[config.mk]
export PLATFORM = sky130hd
export DESIGN_NAME = alu_seq_ctrl
export DESIGN_NICKNAME = d
export VERILOG_FILES = /design/src/rtl/alu_seq_ctrl.sv
export SDC_FILE = /design/constraint.sdc
export NUM_CORES = 1
export LEC_CHECK = 0
export CAP_MARGIN = 30
export CORE_ASPECT_RATIO = 0.7
export CORE_MARGIN = 4
export CORE_UTILIZATION = 35
export CTS_CLUSTER_SIZE = 20
export DETAILED_ROUTE_END_ITERATION = 10
export SLEW_MARGIN = 0
export SYNTH_ARGS = -nofsm -noshare
export SYNTH_HDL_FRONTEND = slang
export SYNTH_SLANG_ARGS = --single-unit
[constraint.sdc]
create_clock -name clk -period 4.8 [get_ports clk]
set_clock_uncertainty 0.2 [all_clocks]
set_input_delay 0.48 -clock clk [delete_from_list [all_inputs] [get_ports clk]]
set_output_delay 0.48 -clock clk [all_outputs]
set_load 0.1 [all_outputs]
[src/rtl/alu_seq_ctrl.sv]
// Sequencer for the shared ALU path: one request at a time, single-cycle add/sub,
// iterative shift-add multiply and restoring divide, result returned over valid/ready.
module alu_seq_ctrl #(
    parameter int WIDTH = 16
) (
    input  logic             clk,
    input  logic             rst_n,
    input  logic             req_valid,
    output logic             req_ready,
    input  logic [1:0]       req_op,
    input  logic [WIDTH-1:0] req_a,
    input  logic [WIDTH-1:0] req_b,
    output logic             rsp_valid,
    input  logic             rsp_ready,
    output logic [WIDTH-1:0] rsp_result,
    output logic [WIDTH-1:0] rsp_rem,
    output logic             rsp_divz,
    output logic [2:0]       alu_ctrl,
    output logic             busy
);

    // state | meaning
    // IDLE  | waiting for a request, req_ready high
    // EXEC  | single-cycle add/sub
    // MUL   | shift-add multiply, one multiplier bit per cycle
    // DIV   | restoring divide (or one-cycle divide-by-zero)
    // DONE  | response held until consumed
    typedef enum logic [2:0] {IDLE, EXEC, MUL, DIV, DONE} state_t;

    localparam int CW = (WIDTH > 2) ? $clog2(WIDTH) : 1;

    state_t           state;
    logic [1:0]       op;
    logic [WIDTH-1:0] a;
    logic [WIDTH-1:0] b;
    logic [WIDTH-1:0] acc;
    logic [CW-1:0]    cnt;

    logic [WIDTH-1:0] mul_acc;
    logic [WIDTH-1:0] div_quo;
    logic [WIDTH-1:0] div_rem;
    logic [WIDTH:0]   rem_sh;
    logic [WIDTH:0]   rem_diff;
    logic             last;

    // a doubles as multiplicand (shifted left) and as dividend/quotient shift register
    always_comb begin
        mul_acc  = acc + (b[0] ? a : '0);
        rem_sh   = {acc, a[WIDTH-1]};
        rem_diff = rem_sh - {1'b0, b};
        if (rem_diff[WIDTH]) begin
            div_rem = rem_sh[WIDTH-1:0];
            div_quo = {a[WIDTH-2:0], 1'b0};
        end else begin
            div_rem = rem_diff[WIDTH-1:0];
            div_quo = {a[WIDTH-2:0], 1'b1};
        end
        last = (cnt == CW'(WIDTH - 1));
    end

    always_ff @(posedge clk or negedge rst_n) begin
        if (!rst_n) begin
            state      <= IDLE;
            op         <= '0;
            a          <= '0;
            b          <= '0;
            acc        <= '0;
            cnt        <= '0;
            req_ready  <= 1'b1;
            rsp_valid  <= 1'b0;
            rsp_result <= '0;
            rsp_rem    <= '0;
            rsp_divz   <= 1'b0;
            alu_ctrl   <= 3'b000;
            busy       <= 1'b0;
        end else begin
            case (state)
                IDLE: begin
                    if (req_valid) begin
                        op        <= req_op;
                        a         <= req_a;
                        b         <= req_b;
                        acc       <= '0;
                        cnt       <= '0;
                        alu_ctrl  <= {1'b0, req_op};
                        busy      <= 1'b1;
                        req_ready <= 1'b0;
                        case (req_op)
                            2'b10:   state <= MUL;
                            2'b11:   state <= DIV;
                            default: state <= EXEC;
                        endcase
                    end
                end
                EXEC: begin
                    rsp_result <= op[0] ? (a - b) : (a + b);
                    rsp_rem    <= '0;
                    rsp_divz   <= 1'b0;
                    rsp_valid  <= 1'b1;
                    state      <= DONE;
                end
                MUL: begin
                    acc <= mul_acc;
                    a   <= a << 1;
                    b   <= b >> 1;
                    cnt <= cnt + CW'(1);
                    if (last) begin
                        rsp_result <= mul_acc;
                        rsp_rem    <= '0;
                        rsp_divz   <= 1'b0;
                        rsp_valid  <= 1'b1;
                        state      <= DONE;
                    end
                end
                DIV: begin
                    if (b == '0) begin
                        rsp_result <= '1;
                        rsp_rem    <= a;
                        rsp_divz   <= 1'b1;
                        rsp_valid  <= 1'b1;
                        state      <= DONE;
                    end else begin
                        acc <= div_rem;
                        a   <= div_quo;
                        cnt <= cnt + CW'(1);
                        if (last) begin
                            rsp_result <= div_quo;
                            rsp_rem    <= div_rem;
                            rsp_divz   <= 1'b0;
                            rsp_valid  <= 1'b1;
                            state      <= DONE;
                        end
                    end
                end
                DONE: begin
                    if (rsp_ready) begin
                        rsp_valid <= 1'b0;
                        alu_ctrl  <= 3'b000;
                        busy      <= 1'b0;
                        req_ready <= 1'b1;
                        state     <= IDLE;
                    end
                end
                default: state <= IDLE;
            endcase
        end
    end

endmodule

Word-level counts from Yosys, hierarchy flattened
Cells that the tools add are included.

Register bits: 95. Output and inout bits: 39. Input port bits: 38.

Equal/unequal tests: 12. Reductions and logical operators: 14. Mux-type cells: 43. Add/subtract/negate cells: 5.

Operator list (count): $mux 16 (14); $pmux 16 s3 (4); $add 16x16->16 (2); $pmux 16 s2 (1); $sub 17x16->17 (1); $logic_not 16->1 (1); $sub 16x16->16 (1); $mux 3 (5); $pmux 3 s5 (1); $pmux 4 s3 (1); $mux 1 (9); $reduce_and 3->1 (3); $mux 4 (2); $ne 2x2->1 const B (4); $reduce_and 2->1 (4); $eq 3x2->1 const B (2); $pmux 3 s2 (1); $reduce_bool 3->1 (2); $add 4x1->4 const B (1); $eq 2x2->1 const B (2); $eq 4x4->1 const B (1); $pmux 1 s2 (2); $pmux 1 s4 (1); $pmux 2 s2 (1); other kinds (7) (8).

Longest topological paths before layout
Gate-level depths: netlist of the first run.

Depth after elaboration: 5. Depth in mapped cells: 15.

Worst setup path after synthesis of the first run
Ideal clock, no wire load.

Path type: flip-flop to flip-flop. Start: register b[6]. End: register rsp_result[14]. Cell stages (with the launch flop): 13. Arrival: 3.053 ns. Setup slack: 1.465 ns. Setup time: 0.082 ns. Path through: dfrtp_1 or4_4 nor4_1 a31oi_1 xnor2_1 ha_1 a21oi_1 o21bai_1 nor3_1 a211oi_1 xor2_1 a21oi_1 a31oi_1.

Cells in the longest elaborated chain, start to end: 3.

Ends and longest elaborated chain: start: declaration (line 35) `logic [WIDTH-1:0] b;`; start signal: assignment (line 82) `b <= req_b;`; start signal: assignment (line 105) `b <= b >> 1;`; $add 16x16->16 (tied with other cells) (line 96) `rsp_result <= op[0] ? (a - b) : (a + b);`; $mux 16 (tied with other cells) (line 96); $pmux 16 s3 or $reduce_and 3->1 (tied branches); end signal: assignment (line 96); end signal: assignment (line 108) `rsp_result <= mul_acc;`; end signal: assignment (line 127) `rsp_result <= div_quo;`; end: declaration (line 15) `output logic [WIDTH-1:0] rsp_result,`.

Parallel ways exist; a longest one is shown, timed or not. A chain may end at the register's enable or synchronous reset.

Final worst setup path of the first run
Start: register a[15]. End: register acc[9].

Cells in the longest elaborated chain, start to end: 4.

Ends and longest elaborated chain: start: declaration (line 34) `logic [WIDTH-1:0] a;`; start signal: assignment (line 81) `a <= req_a;`; start signal: assignment (line 104) `a <= a << 1;`; start signal: assignment (line 124) `a <= div_quo;`; $sub 17x16->17 (line 50) `rem_diff = rem_sh - {1'b0, b};`; $mux 16 (line 51) `if (rem_diff[WIDTH]) begin`; $mux 16 (line 116) `if (b == '0) begin`; $pmux 16 s3 (line 77) `case (state)`; end signal: assignment (line 103) `acc <= mul_acc;`; end signal: assignment (line 123) `acc <= div_rem;`; end: declaration (line 36) `logic [WIDTH-1:0] acc;`.

No other way between the ends. The select of a mux whose other input is x is not followed.

==> results of run 1 <==
-- metrics by stage --
stage	worst slack [ns]	utilization (%)	cells
after detailed placement	0.899	41.0	1231
after floorplan	1.46	-	909
after CTS	0.847	42.4	1245
after global routing	0.489	42.4	1245
final	0.770	42.4	1245
after global placement	0.921	41.0	1231
-- registers in the layout, indices dropped and copies added (netlist names) --
| signal | flops |
|---|---|
| acc | 16 |
| cnt | 4 |
| rsp_result | 16 |
| op | 1 |
| rsp_rem | 16 |
| rsp_divz | 1 |
| rsp_valid | 1 |
| b | 16 |
| busy | 1 |
| req_ready | 1 |
| state | 3 |
| alu_ctrl | 2 |
| a | 16 |
-- cell usage in the layout, fill, tap and decap left out, types with 4 or more instances in the layout --
master / instances
sky130_fd_sc_hd__xor2_1: 15
sky130_fd_sc_hd__nor4_1: 14
sky130_fd_sc_hd__dfrtp_1: 93
sky130_fd_sc_hd__clkbuf_16: 9
sky130_fd_sc_hd__o211ai_1: 13
sky130_fd_sc_hd__nand3_1: 12
sky130_fd_sc_hd__a311oi_1: 5
sky130_fd_sc_hd__a211o_1: 7
sky130_fd_sc_hd__a211oi_1: 11
sky130_fd_sc_hd__o21ai_1: 17
sky130_fd_sc_hd__nand2_1: 96
sky130_fd_sc_hd__inv_1: 35
sky130_fd_sc_hd__nor2_1: 80
sky130_fd_sc_hd__a22oi_1: 5
sky130_fd_sc_hd__nor3_1: 24
sky130_fd_sc_hd__buf_4: 23
sky130_fd_sc_hd__xnor2_1: 30
sky130_fd_sc_hd__clkdlybuf4s50_1: 74
sky130_fd_sc_hd__mux2_2: 4
sky130_fd_sc_hd__nor2b_1: 9
sky130_fd_sc_hd__a21oi_1: 71
sky130_fd_sc_hd__a31oi_1: 35
sky130_fd_sc_hd__or2_2: 5
sky130_fd_sc_hd__and2_1: 21
sky130_fd_sc_hd__ha_1: 50
sky130_fd_sc_hd__a22o_1: 4
sky130_fd_sc_hd__or3_1: 15
sky130_fd_sc_hd__a21o_1: 11
sky130_fd_sc_hd__o21bai_1: 6
sky130_fd_sc_hd__o21a_1: 11
sky130_fd_sc_hd__o21ai_0: 52
sky130_fd_sc_hd__and3_1: 7
sky130_fd_sc_hd__nand2b_1: 7
sky130_fd_sc_hd__o31ai_1: 8
sky130_fd_sc_hd__o311ai_0: 5
sky130_fd_sc_hd__mux2i_1: 27
-- per-layer routing --
metal  share of wire, %  routed length (um)
met2                 40               10300
met5                  0                   0
met1                 49               12600
met3                9.6                2480
met4                1.6                 412
-- critical path: stages, from the launching register on --
cell	delay (ns)
sky130_fd_sc_hd__dfrtp_1	0.43
sky130_fd_sc_hd__inv_1	0.09
sky130_fd_sc_hd__ha_1	0.17
sky130_fd_sc_hd__inv_1	0.06
sky130_fd_sc_hd__fa_1	0.43
sky130_fd_sc_hd__a211oi_2	0.30
sky130_fd_sc_hd__o21ai_1	0.22
sky130_fd_sc_hd__a2111oi_4	0.40
sky130_fd_sc_hd__nor4_1	0.10
sky130_fd_sc_hd__buf_4	0.19
sky130_fd_sc_hd__or3_1	0.70
sky130_fd_sc_hd__o31a_1	0.38
sky130_fd_sc_hd__a32o_1	0.25
-- worst paths after layout --
kind / to / slack, ns / cells past startpoint / startpoint
hold / removal: rsp_rem[8] / 0.01 / 1 / rst_n
hold reg to reg: req_ready / 0.29 / 2 / req_ready
min in group clk: req_ready / 0.29 / 2 / req_ready
setup reg to reg: acc[9] / 0.77 / 12 / a[15]
max in group asynchronous: a[10] / 3.43 / 2 / rst_n
setup / recovery: acc[9] / 0.77 / 12 / a[15]
-- cells by family (layout without fill, tap and decap cells) --
kind of cell	count (synthesis)	after routing	synth area share (%)
and+or+nand+nor	306	306	19.7
other	1	1	0.0500
buffers and inverters	86	146	4.73
xor gates and xnor gates	45	45	5.26
AOI/OAI and AO/OA	293	293	25.5
DFF	94	94	31.4
adders and majority gates	53	53	9.15
muxes	31	31	4.21
-- synthesized netlist by cell type (6+ instances only) --
cell	instances	area (sq um)
sky130_fd_sc_hd__o31ai_1	8	60.1
sky130_fd_sc_hd__nor2b_1	9	56.3
sky130_fd_sc_hd__mux2i_1	27	270
sky130_fd_sc_hd__nor2_1	83	312
sky130_fd_sc_hd__a211oi_1	12	90.1
sky130_fd_sc_hd__a31oi_1	35	219
sky130_fd_sc_hd__o21a_1	11	82.6
sky130_fd_sc_hd__xor2_1	15	131
sky130_fd_sc_hd__or3_1	15	93.8
sky130_fd_sc_hd__a21o_1	11	82.6
sky130_fd_sc_hd__nor3_1	24	120
sky130_fd_sc_hd__and2_1	21	131
sky130_fd_sc_hd__xnor2_1	30	263
sky130_fd_sc_hd__o21bai_1	6	45.0
sky130_fd_sc_hd__a21oi_1	71	355
sky130_fd_sc_hd__ha_1	50	626
sky130_fd_sc_hd__inv_1	35	131
sky130_fd_sc_hd__a211o_1	7	61.3
sky130_fd_sc_hd__nand2_1	96	360
sky130_fd_sc_hd__dfrtp_1	93	2330
sky130_fd_sc_hd__nand3_1	12	60.1
sky130_fd_sc_hd__nor4_1	14	87.6
sky130_fd_sc_hd__clkbuf_1	36	135
sky130_fd_sc_hd__o21ai_0	52	260
sky130_fd_sc_hd__and3_1	7	43.8
sky130_fd_sc_hd__buf_2	10	50.1
sky130_fd_sc_hd__nand2b_1	7	43.8
sky130_fd_sc_hd__o211ai_1	13	97.6
sky130_fd_sc_hd__o21ai_1	17	85.1
-- cell type report --
class	instances	area share [%]
Timing Repair Buffer	97	10.3
Inverter	35	1.49
Sequential cell	94	26.6
Multi-Input combinational cell	729	54.3
Clock buffer	10	2.70
Tap cell	276	3.90
Clock inverter	4	0.637
==> run_summary.xml, run 1 <==
<?xml version="1.0" encoding="UTF-8"?>
<metrics>
  <group name="run_status">
    <metric name="status" unit="">finished clean</metric>
  </group>
  <group name="final_layout">
    <metric name="multi_input_comb_area" unit="sq um">4810</metric>
    <metric name="nets" unit="">1057</metric>
    <metric name="fill_cells" unit="">2093</metric>
    <metric name="finish.instance_area" unit="sq um">8840</metric>
    <metric name="area_growth_from_synthesis_to_final_layout" unit="%">18.0</metric>
    <metric name="register_area" unit="sq um">2350</metric>
    <metric name="antenna_cells_inserted" unit="">0</metric>
    <metric name="layout-drive-gt1-share" unit="%">6.81</metric>
  </group>
  <group name="drt">
    <metric name="vias" unit="">7184</metric>
    <metric name="vias_per_cell" unit="">5.77</metric>
    <metric name="detail_route.drc_violations" unit="">0</metric>
    <metric name="dr.pass1.iters" unit="">5</metric>
    <metric name="detailedRoute.firstIterationViolations" unit="">832</metric>
    <metric name="finalWirelength" unit="mm">25.8</metric>
    <metric name="routed_len_inst" unit="um">20.7</metric>
    <metric name="antenna_violating_nets_post_route" unit="">0</metric>
  </group>
  <group name="placed_design">
    <metric name="io_buffers" unit="">75</metric>
    <metric name="detailed_place.area" unit="sq um">8550</metric>
    <metric name="gp_routability_congestion" unit="">0.972</metric>
    <metric name="dp_hpwl" unit="mm">19.3</metric>
  </group>
  <group name="setup_path">
    <metric name="setup.worst_path.class" unit="">flop to flop</metric>
    <metric name="critPathCaptureType" unit="">flop</metric>
    <metric name="required" unit="ns">4.85</metric>
    <metric name="largest_driver_fanout_on_the_critical_path" unit="">16</metric>
    <metric name="timing.critical_path.arrival" unit="ns">4.08</metric>
    <metric name="worst_setup_path_start_kind" unit="">flop</metric>
  </group>
  <group name="sta">
    <metric name="post-route-period-util" unit="%">84.0</metric>
    <metric name="slew_headroom" unit="%">30.4</metric>
    <metric name="final.hold.worst_slack" unit="ns">0.0123</metric>
    <metric name="setup_repair_after_global_routing_missed_its_margin" unit="">no</metric>
    <metric name="clock.fmax" unit="MHz">248</metric>
    <metric name="final-hold-violation-count" unit="">0</metric>
    <metric name="final.setup.tns" unit="ns">0</metric>
    <metric name="report.final.setup_viol" unit="">0</metric>
    <metric name="max_slew.worst_pin.slew" unit="ns">1.04</metric>
    <metric name="final_slew_violations" unit="">0</metric>
    <metric name="post-route-min-period" unit="ns">4.03</metric>
  </group>
  <group name="clock_tree">
    <metric name="hold_buffers" unit="">0</metric>
    <metric name="path_clk_slew" unit="ns">0.07</metric>
    <metric name="cts-resized-gates" unit="">0</metric>
    <metric name="tritoncts" unit="">done</metric>
    <metric name="cts_root_buf" unit="">sky130_fd_sc_hd__clkbuf_16</metric>
    <metric name="clkLatencyLatePin" unit="ns">0.36</metric>
    <metric name="postCtsSetupBuffers" unit="">0</metric>
    <metric name="cts_buffers" unit="">9</metric>
    <metric name="cts.htree.levels" unit="">3</metric>
    <metric name="numClockSinks" unit="">94</metric>
    <metric name="clk_path_buf_depth" unit="">2</metric>
  </group>
  <group name="global_routing">
    <metric name="grt_busiest_layer" unit="">met1</metric>
    <metric name="antenna_violations_before_repair" unit="">0</metric>
    <metric name="grt_use_met3" unit="%">5.01</metric>
    <metric name="total_overflow_reported_by_the_global_router" unit="">0</metric>
    <metric name="first_global_vias" unit="">6682</metric>
    <metric name="grt_first_pass_wirelength" unit="mm">40.4</metric>
    <metric name="grtUsageMet1" unit="%">34.1</metric>
    <metric name="grt_start_max_net_pins" unit="">63</metric>
    <metric name="gr-usage-all-layers" unit="%">21.9</metric>
    <metric name="grt_use_met2" unit="%">30.4</metric>
  </group>
  <group name="die">
    <metric name="fp-row-count" unit="">44</metric>
    <metric name="floorplan.die.width" unit="um">183</metric>
    <metric name="initial_utilization" unit="%">35.9</metric>
    <metric name="floorplan.core_area" unit="sq um">20900</metric>
    <metric name="die-area" unit="sq um">23900</metric>
    <metric name="boundaryPins" unit="">77</metric>
    <metric name="die_h" unit="um">130</metric>
  </group>
  <group name="synth">
    <metric name="yosys_warnings" unit="">0</metric>
    <metric name="yosys_register_bits" unit="">94</metric>
    <metric name="synth_ff_type" unit="">sky130_fd_sc_hd__dfrtp_1</metric>
    <metric name="synth_area" unit="sq um">7490</metric>
    <metric name="average_size_of_a_mapped_cell" unit="sq um">8.24</metric>
    <metric name="yosysSeqAreaShare" unit="%">31.4</metric>
    <metric name="async_reset_ff_share" unit="%">100</metric>
    <metric name="synthDistinctLibCells" unit="">76</metric>
    <metric name="synth-edff-count" unit="">0</metric>
    <metric name="cell_count_after_synthesis" unit="">909</metric>
    <metric name="postSynthNetCount" unit="">1000</metric>
  </group>
  <group name="worst_hold_path">
    <metric name="hold_wc_path_type" unit="">input pin to async pin</metric>
  </group>
  <group name="run">
    <metric name="maxCapViolations" unit="">0</metric>
  </group>
</metrics>
Power of run 1 is not shown: default switching activity piles up to over one toggle a cycle in this logic, so the estimate is an artifact.
==> run 2: changes to the inputs <==
==> constraint.sdc (replaced) <==
create_clock -name clk -period 3.43 [get_ports clk]
set_clock_uncertainty 0.2 [all_clocks]
set_input_delay 0.343 -clock clk [delete_from_list [all_inputs] [get_ports clk]]
set_output_delay 0.343 -clock clk [all_outputs]
set_load 0.1 [all_outputs]
==> run 2 against run 1 <==
Against the previous run:
- die area stayed put
- utilization rose by 5.0 points
- wire length increased by 10%
- sequential cell count did not move
- hold slack gained 0.27 ns
- final cell count grew 6.9%
- global-route usage up 1.1 points
- sequential share of layout area fell by 2.8 points
- critical endpoint is now rsp_result[14]
- highest routed layer unchanged
==> run_summary.xml, run 2 (same netlist as run 1, synthesis figures left out) <==
<?xml version="1.0" encoding="UTF-8"?>
<metrics>
  <group name="sta">
    <metric name="slew_headroom" unit="%">33.8</metric>
    <metric name="final_slew_violations" unit="">0</metric>
    <metric name="setup_ws" unit="ns">0.0457</metric>
    <metric name="clock.fmax" unit="MHz">295</metric>
    <metric name="report.final.setup_viol" unit="">0</metric>
    <metric name="setup_repair_after_global_routing_missed_its_margin" unit="">yes</metric>
    <metric name="max_slew.worst_pin.slew" unit="ns">0.990</metric>
    <metric name="post-route-min-period" unit="ns">3.38</metric>
    <metric name="post-route-period-util" unit="%">98.7</metric>
    <metric name="final-hold-violation-count" unit="">0</metric>
  </group>
  <group name="die">
    <metric name="die_h" unit="um">130</metric>
    <metric name="floorplan.core_area" unit="sq um">20900</metric>
    <metric name="boundaryPins" unit="">77</metric>
    <metric name="die-area" unit="sq um">23900</metric>
    <metric name="fp-row-count" unit="">44</metric>
    <metric name="initial_utilization" unit="%">35.9</metric>
    <metric name="floorplan.die.width" unit="um">183</metric>
  </group>
  <group name="clock_tree">
    <metric name="clk_path_buf_depth" unit="">2</metric>
    <metric name="numClockSinks" unit="">94</metric>
    <metric name="cts_root_buf" unit="">sky130_fd_sc_hd__clkbuf_16</metric>
    <metric name="cts_buffers" unit="">9</metric>
    <metric name="clkLatencyLatePin" unit="ns">0.37</metric>
    <metric name="path_clk_slew" unit="ns">0.07</metric>
    <metric name="tritoncts" unit="">done</metric>
    <metric name="cts.htree.levels" unit="">3</metric>
  </group>
  <group name="run">
    <metric name="maxCapViolations" unit="">0</metric>
  </group>
  <group name="setup_path">
    <metric name="slowest_stage" unit="">sky130_fd_sc_hd__or4_4</metric>
    <metric name="worstReg2RegEnd" unit="">rsp_result[14]</metric>
    <metric name="largest_driver_fanout_on_the_critical_path" unit="">5</metric>
    <metric name="reg2reg_slack" unit="ns">0.05</metric>
    <metric name="reg2reg_from" unit="">b[6]</metric>
    <metric name="setup.worst_path.class" unit="">flop to flop</metric>
    <metric name="critPathCaptureType" unit="">flop</metric>
    <metric name="timing.critical_path.from" unit="">b[6]</metric>
    <metric name="critical_path.cell_chain" unit="">or4_4 -&gt; nor4_4 -&gt; buf_6 -&gt; a31oi_2 -&gt; xnor2_1 -&gt; ha_2 -&gt; and3_1 -&gt; nor3_2 -&gt; a211oi_2 -&gt; xor2_1 -&gt; a21oi_1 -&gt; a31oi_1</metric>
    <metric name="worst_path_dominant_cell_family" unit="">simple AND/OR/NAND/NOR gates</metric>
    <metric name="worst_setup_path_start_kind" unit="">flop</metric>
    <metric name="required" unit="ns">3.52</metric>
    <metric name="setup.worst_path.end" unit="">rsp_result[14]</metric>
    <metric name="timing.critical_path.arrival" unit="ns">3.47</metric>
    <metric name="cp_slowest_stage_delay" unit="ns">0.56</metric>
    <metric name="cp.depth" unit="">12</metric>
    <metric name="cp.buffers_inverters" unit="">1</metric>
    <metric name="r2r_cells" unit="">12</metric>
  </group>
  <group name="drt">
    <metric name="finalWirelength" unit="mm">28.4</metric>
    <metric name="routed_len_inst" unit="um">21.3</metric>
    <metric name="dr.pass1.iters" unit="">5</metric>
    <metric name="vias_per_cell" unit="">5.79</metric>
    <metric name="detailedRoute.firstIterationViolations" unit="">777</metric>
    <metric name="detail_route.drc_violations" unit="">0</metric>
    <metric name="vias" unit="">7708</metric>
    <metric name="antenna_violating_nets_post_route" unit="">0</metric>
  </group>
  <group name="worst_hold_path">
    <metric name="worstHoldStart" unit="">rsp_result[8]</metric>
    <metric name="hold_wc_path_type" unit="">flop to flop</metric>
  </group>
  <group name="global_routing">
    <metric name="grt_start_max_net_pins" unit="">54</metric>
    <metric name="first_global_vias" unit="">6988</metric>
    <metric name="antenna_violations_before_repair" unit="">2</metric>
    <metric name="grt_first_pass_wirelength" unit="mm">41.8</metric>
    <metric name="gr-usage-all-layers" unit="%">23.0</metric>
    <metric name="total_overflow_reported_by_the_global_router" unit="">0</metric>
  </group>
  <group name="final_layout">
    <metric name="instances_no_fill" unit="">1331</metric>
    <metric name="nets" unit="">1142</metric>
    <metric name="final_common_cell" unit="">sky130_fd_sc_hd__buf_4</metric>
    <metric name="register_area" unit="sq um">2350</metric>
    <metric name="fill_cells" unit="">2009</metric>
    <metric name="area_growth_from_synthesis_to_final_layout" unit="%">32.0</metric>
    <metric name="multi_input_comb_area" unit="sq um">5150</metric>
    <metric name="layout-drive-gt1-share" unit="%">19.2</metric>
    <metric name="finish.utilization" unit="%">47.4</metric>
    <metric name="antenna_cells_inserted" unit="">0</metric>
    <metric name="mostFrequentLayoutCells" unit="">100 x sky130_fd_sc_hd__buf_4, 96 x sky130_fd_sc_hd__nand2_1, 92 x sky130_fd_sc_hd__dfrtp_1</metric>
  </group>
  <group name="placed_design">
    <metric name="gp_routability_congestion" unit="">0.985</metric>
    <metric name="dp_cells" unit="">1306</metric>
    <metric name="placement.setup.worst_slack" unit="ns">0.0191</metric>
    <metric name="dp_hpwl" unit="mm">21.3</metric>
    <metric name="io_buffers" unit="">75</metric>
  </group>
  <group name="run_status">
    <metric name="status" unit="">finished clean</metric>
  </group>
</metrics>
[run 2: stage by stage]
step | cell area (sq um) | setup TNS (ns) | hold slack, ns
6_report | 9890 | 0 | 0.285
5_1_grt | 9890 | -0.587 | 0.310
4_1_cts | 9430 | 0 | 0.286
3_5_place_dp | 9120 | 0 | 0.194
3_3_place_gp | 9120 | 0 | 0.194
2_1_floorplan | 7490 | 0 | -0.153
[run 2: worst min path at each step]
stage                     slack [ns]            end  cells past startpoint
after floorplan                -0.15           a[0]                      0
after global placement          0.19     rsp_rem[9]                      1
after detailed placement        0.19     rsp_rem[9]                      1
after CTS                       0.29           busy                      1
after global routing            0.31           busy                      1
final                           0.28  rsp_result[8]                      1
[run 2: repair_timing]
action                                 CTS  global route
endpoints found under the hold margin   40             0
setup buffers                            0             8
hold buffers                             1             0
cloned                                   0             1
resized for setup                        2            78
setup endpoints to repair                2            38
pin swaps                                0            33
[run 2: per-layer routing]
metal | GRT usage, % | part of all wire (%) | up-vias
li1 | - | - | 3603
met1 | 34.7 | 47 | 3680
met2 | 32.8 | 41 | 382
met3 | 5.81 | 9.9 | 43
met4 | 5.60 | 2.1 | 0
met5 | 0 | 0 | -
[run 2: area by class of cell]
class	instances	area share, %
clock buffer	9	2.28
inverter	35	1.33
tap	276	3.49
clock inverter	6	0.721
timing repair buffer	182	16.3
multi-input combinational	729	52.1
sequential	94	23.8
Power of run 2 is left out for the same reason.
==> run 3: changes to the inputs <==
--- a/config.mk
+++ b/config.mk
@@ -11,6 +11,7 @@
 export CORE_UTILIZATION = 35
 export CTS_CLUSTER_SIZE = 20
 export DETAILED_ROUTE_END_ITERATION = 10
+export PLACE_DENSITY = 0.57
 export SLEW_MARGIN = 0
 export SYNTH_ARGS = -nofsm -noshare
 export SYNTH_HDL_FRONTEND = slang
==> run 3 against run 2 <==
Against the previous run:
- the run now ends with setup timing left
- utilization is essentially flat
- non-clock buffer count grew 12
- hold slack gained 0.0067 ns
- sequential cell count is the same
- via count shrank 0.80%
- maximum frequency shrank 1.6%
- clock-buffer cell count is the same
- first-iteration DRC count grew 3.0%
- cell area is essentially flat
- largest cell class unchanged
==> run_summary.xml, run 3 (same netlist as run 1, synthesis figures left out) <==
<?xml version="1.0" encoding="UTF-8"?>
<metrics>
  <group name="setup_path">
    <metric name="slowest_stage" unit="">sky130_fd_sc_hd__dfrtp_2</metric>
    <metric name="worst_setup_path_start_kind" unit="">flop</metric>
    <metric name="crit_path_frequent_cell" unit="">sky130_fd_sc_hd__o311ai_1</metric>
    <metric name="required" unit="ns">3.49</metric>
    <metric name="r2r_cells" unit="">10</metric>
    <metric name="setup.worst_path.class" unit="">flop to flop</metric>
    <metric name="timing.critical_path.arrival" unit="ns">3.50</metric>
    <metric name="critPathCaptureType" unit="">flop</metric>
    <metric name="largest_driver_fanout_on_the_critical_path" unit="">17</metric>
    <metric name="critical_path.cell_chain" unit="">buf_12 -&gt; and2_1 -&gt; ha_1 -&gt; or3_1 -&gt; or2_2 -&gt; a311o_1 -&gt; a211o_1 -&gt; mux2i_1 -&gt; o311ai_1 -&gt; o311ai_1</metric>
    <metric name="cp_slowest_stage_delay" unit="ns">0.44</metric>
  </group>
  <group name="sta">
    <metric name="slew_headroom" unit="%">33.3</metric>
    <metric name="post-route-min-period" unit="ns">3.44</metric>
    <metric name="setup_ws" unit="ns">-0.0102</metric>
    <metric name="setup_repair_after_global_routing_missed_its_margin" unit="">yes</metric>
    <metric name="clock.fmax" unit="MHz">291</metric>
    <metric name="post-route-period-util" unit="%">100</metric>
    <metric name="final-hold-violation-count" unit="">0</metric>
    <metric name="report.final.setup_viol" unit="">1</metric>
    <metric name="max_slew.worst_pin.slew" unit="ns">0.997</metric>
    <metric name="final_slew_violations" unit="">0</metric>
  </group>
  <group name="drt">
    <metric name="vias" unit="">7646</metric>
    <metric name="dr_wl_met2" unit="mm">11.5</metric>
    <metric name="antenna_violating_nets_post_route" unit="">0</metric>
    <metric name="finalWirelength" unit="mm">28.8</metric>
    <metric name="routed_len_inst" unit="um">21.4</metric>
    <metric name="dr.pass1.iters" unit="">5</metric>
    <metric name="top_layer" unit="">met4</metric>
    <metric name="drt-met1-wl" unit="mm">14.0</metric>
    <metric name="detail_route.drc_violations" unit="">0</metric>
    <metric name="met3WireLength" unit="mm">2.86</metric>
    <metric name="vias_per_cell" unit="">5.68</metric>
    <metric name="detailedRoute.firstIterationViolations" unit="">800</metric>
  </group>
  <group name="placed_design">
    <metric name="gp_routability_congestion" unit="">0.967</metric>
    <metric name="io_buffers" unit="">75</metric>
    <metric name="dp_hpwl" unit="mm">22.1</metric>
    <metric name="placement.setup.worst_slack" unit="ns">-0.0393</metric>
  </group>
  <group name="final_layout">
    <metric name="multi_input_comb_area" unit="sq um">5030</metric>
    <metric name="fill_cells" unit="">2013</metric>
    <metric name="mostFrequentLayoutCells" unit="">115 x sky130_fd_sc_hd__buf_4, 96 x sky130_fd_sc_hd__nand2_1, 92 x sky130_fd_sc_hd__dfrtp_1</metric>
    <metric name="layout-drive-gt1-share" unit="%">18.9</metric>
    <metric name="final_common_cell" unit="">sky130_fd_sc_hd__buf_4</metric>
    <metric name="nets" unit="">1154</metric>
    <metric name="register_area" unit="sq um">2350</metric>
    <metric name="area_growth_from_synthesis_to_final_layout" unit="%">31.9</metric>
  </group>
  <group name="die">
    <metric name="die_h" unit="um">130</metric>
    <metric name="die-area" unit="sq um">23900</metric>
    <metric name="floorplan.die.width" unit="um">183</metric>
    <metric name="boundaryPins" unit="">77</metric>
    <metric name="initial_utilization" unit="%">35.9</metric>
    <metric name="fp-row-count" unit="">44</metric>
    <metric name="floorplan.core_area" unit="sq um">20900</metric>
  </group>
  <group name="run_status">
    <metric name="status" unit="">finished with violations</metric>
    <metric name="violations" unit="">setup timing</metric>
  </group>
  <group name="clock_tree">
    <metric name="clk_path_buf_depth" unit="">2</metric>
    <metric name="path_clk_slew" unit="ns">0.08</metric>
    <metric name="cts.htree.levels" unit="">3</metric>
    <metric name="numClockSinks" unit="">94</metric>
    <metric name="clkLatencyLatePin" unit="ns">0.36</metric>
    <metric name="tritoncts" unit="">done</metric>
    <metric name="cts_root_buf" unit="">sky130_fd_sc_hd__clkbuf_16</metric>
    <metric name="cts_buffers" unit="">9</metric>
  </group>
  <group name="global_routing">
    <metric name="antenna_violations_before_repair" unit="">1</metric>
    <metric name="first_global_vias" unit="">7100</metric>
    <metric name="grt_start_max_net_pins" unit="">51</metric>
    <metric name="gr-usage-all-layers" unit="%">23.8</metric>
    <metric name="total_overflow_reported_by_the_global_router" unit="">0</metric>
    <metric name="grt_first_pass_wirelength" unit="mm">43.2</metric>
  </group>
  <group name="worst_hold_path">
    <metric name="hold_wc_path_type" unit="">flop to flop</metric>
    <metric name="worstHoldPathCells" unit="">2</metric>
  </group>
  <group name="run">
    <metric name="maxCapViolations" unit="">0</metric>
  </group>
</metrics>
[run 3: metal layers]
layer  GRT usage [%]  up-vias
li1                -     3636
met1            36.5     3662
met2            32.7      313
met5               0        -
met3            7.14       35
met4            5.43        0
[run 3: critical path, delay by kind of cell, from the launching register on]
| family | cells | cell delay [ns] |
|---|---|---|
| AND/OR/NAND/NOR | 3 | 0.89 |
| flip-flops | 1 | 0.44 |
| buffers and inverters | 1 | 0.16 |
| AO/OA/AOI/OAI | 4 | 1.12 |
| adder cells (fa/ha/maj) | 1 | 0.20 |
| multiplexers | 1 | 0.32 |
[run 3: per-stage QoR]
| step | cells | TNS (ns) | instance area, sq um | utilization [%] | hold slack [ns] |
|---|---|---|---|---|---|
| 6_report | 1347 | -0.0102 | 9880 | 47.4 | 0.291 |
| 5_1_grt | 1344 | -0.205 | 9870 | 47.3 | 0.317 |
| 3_3_place_gp | 1318 | -0.0166 | 9240 | 44.3 | 0.208 |
| 2_1_floorplan | 909 | 0 | 7490 | - | -0.153 |
| 4_1_cts | 1338 | 0 | 9620 | 46.1 | 0.288 |
| 3_5_place_dp | 1318 | -0.103 | 9240 | 44.3 | 0.202 |
[run 3: worst paths after layout]
check	startpoint	to	slack [ns]
min in group asynchronous	rst_n	acc[15]	0.34
worst min register to register	req_ready	req_ready	0.29
worst min-delay path	req_ready	req_ready	0.29
max in group asynchronous	rst_n	req_ready	1.97
worst max register to register	b[0]	rsp_result[13]	-0.01
worst max-delay path	b[0]	rsp_result[13]	-0.01
[run 3: area by class of cell]
class	instances	share of cell area, %
antenna	3	0.0760
clock buffer	9	2.28
clock inverter	7	0.937
inverter	35	1.33
multi-input combinational	729	50.9
sequential	94	23.8
tap	276	3.49
timing repair buffer	194	17.2
[run 3: timing repair]
item	CTS	global route
pin swaps	6	20
endpoints found under the setup margin	11	43
setup buffers	3	6
endpoints found under the hold margin	44	0
gates resized for setup	6	47
hold buffers	1	0
Power of run 3 is left out for the same reason.
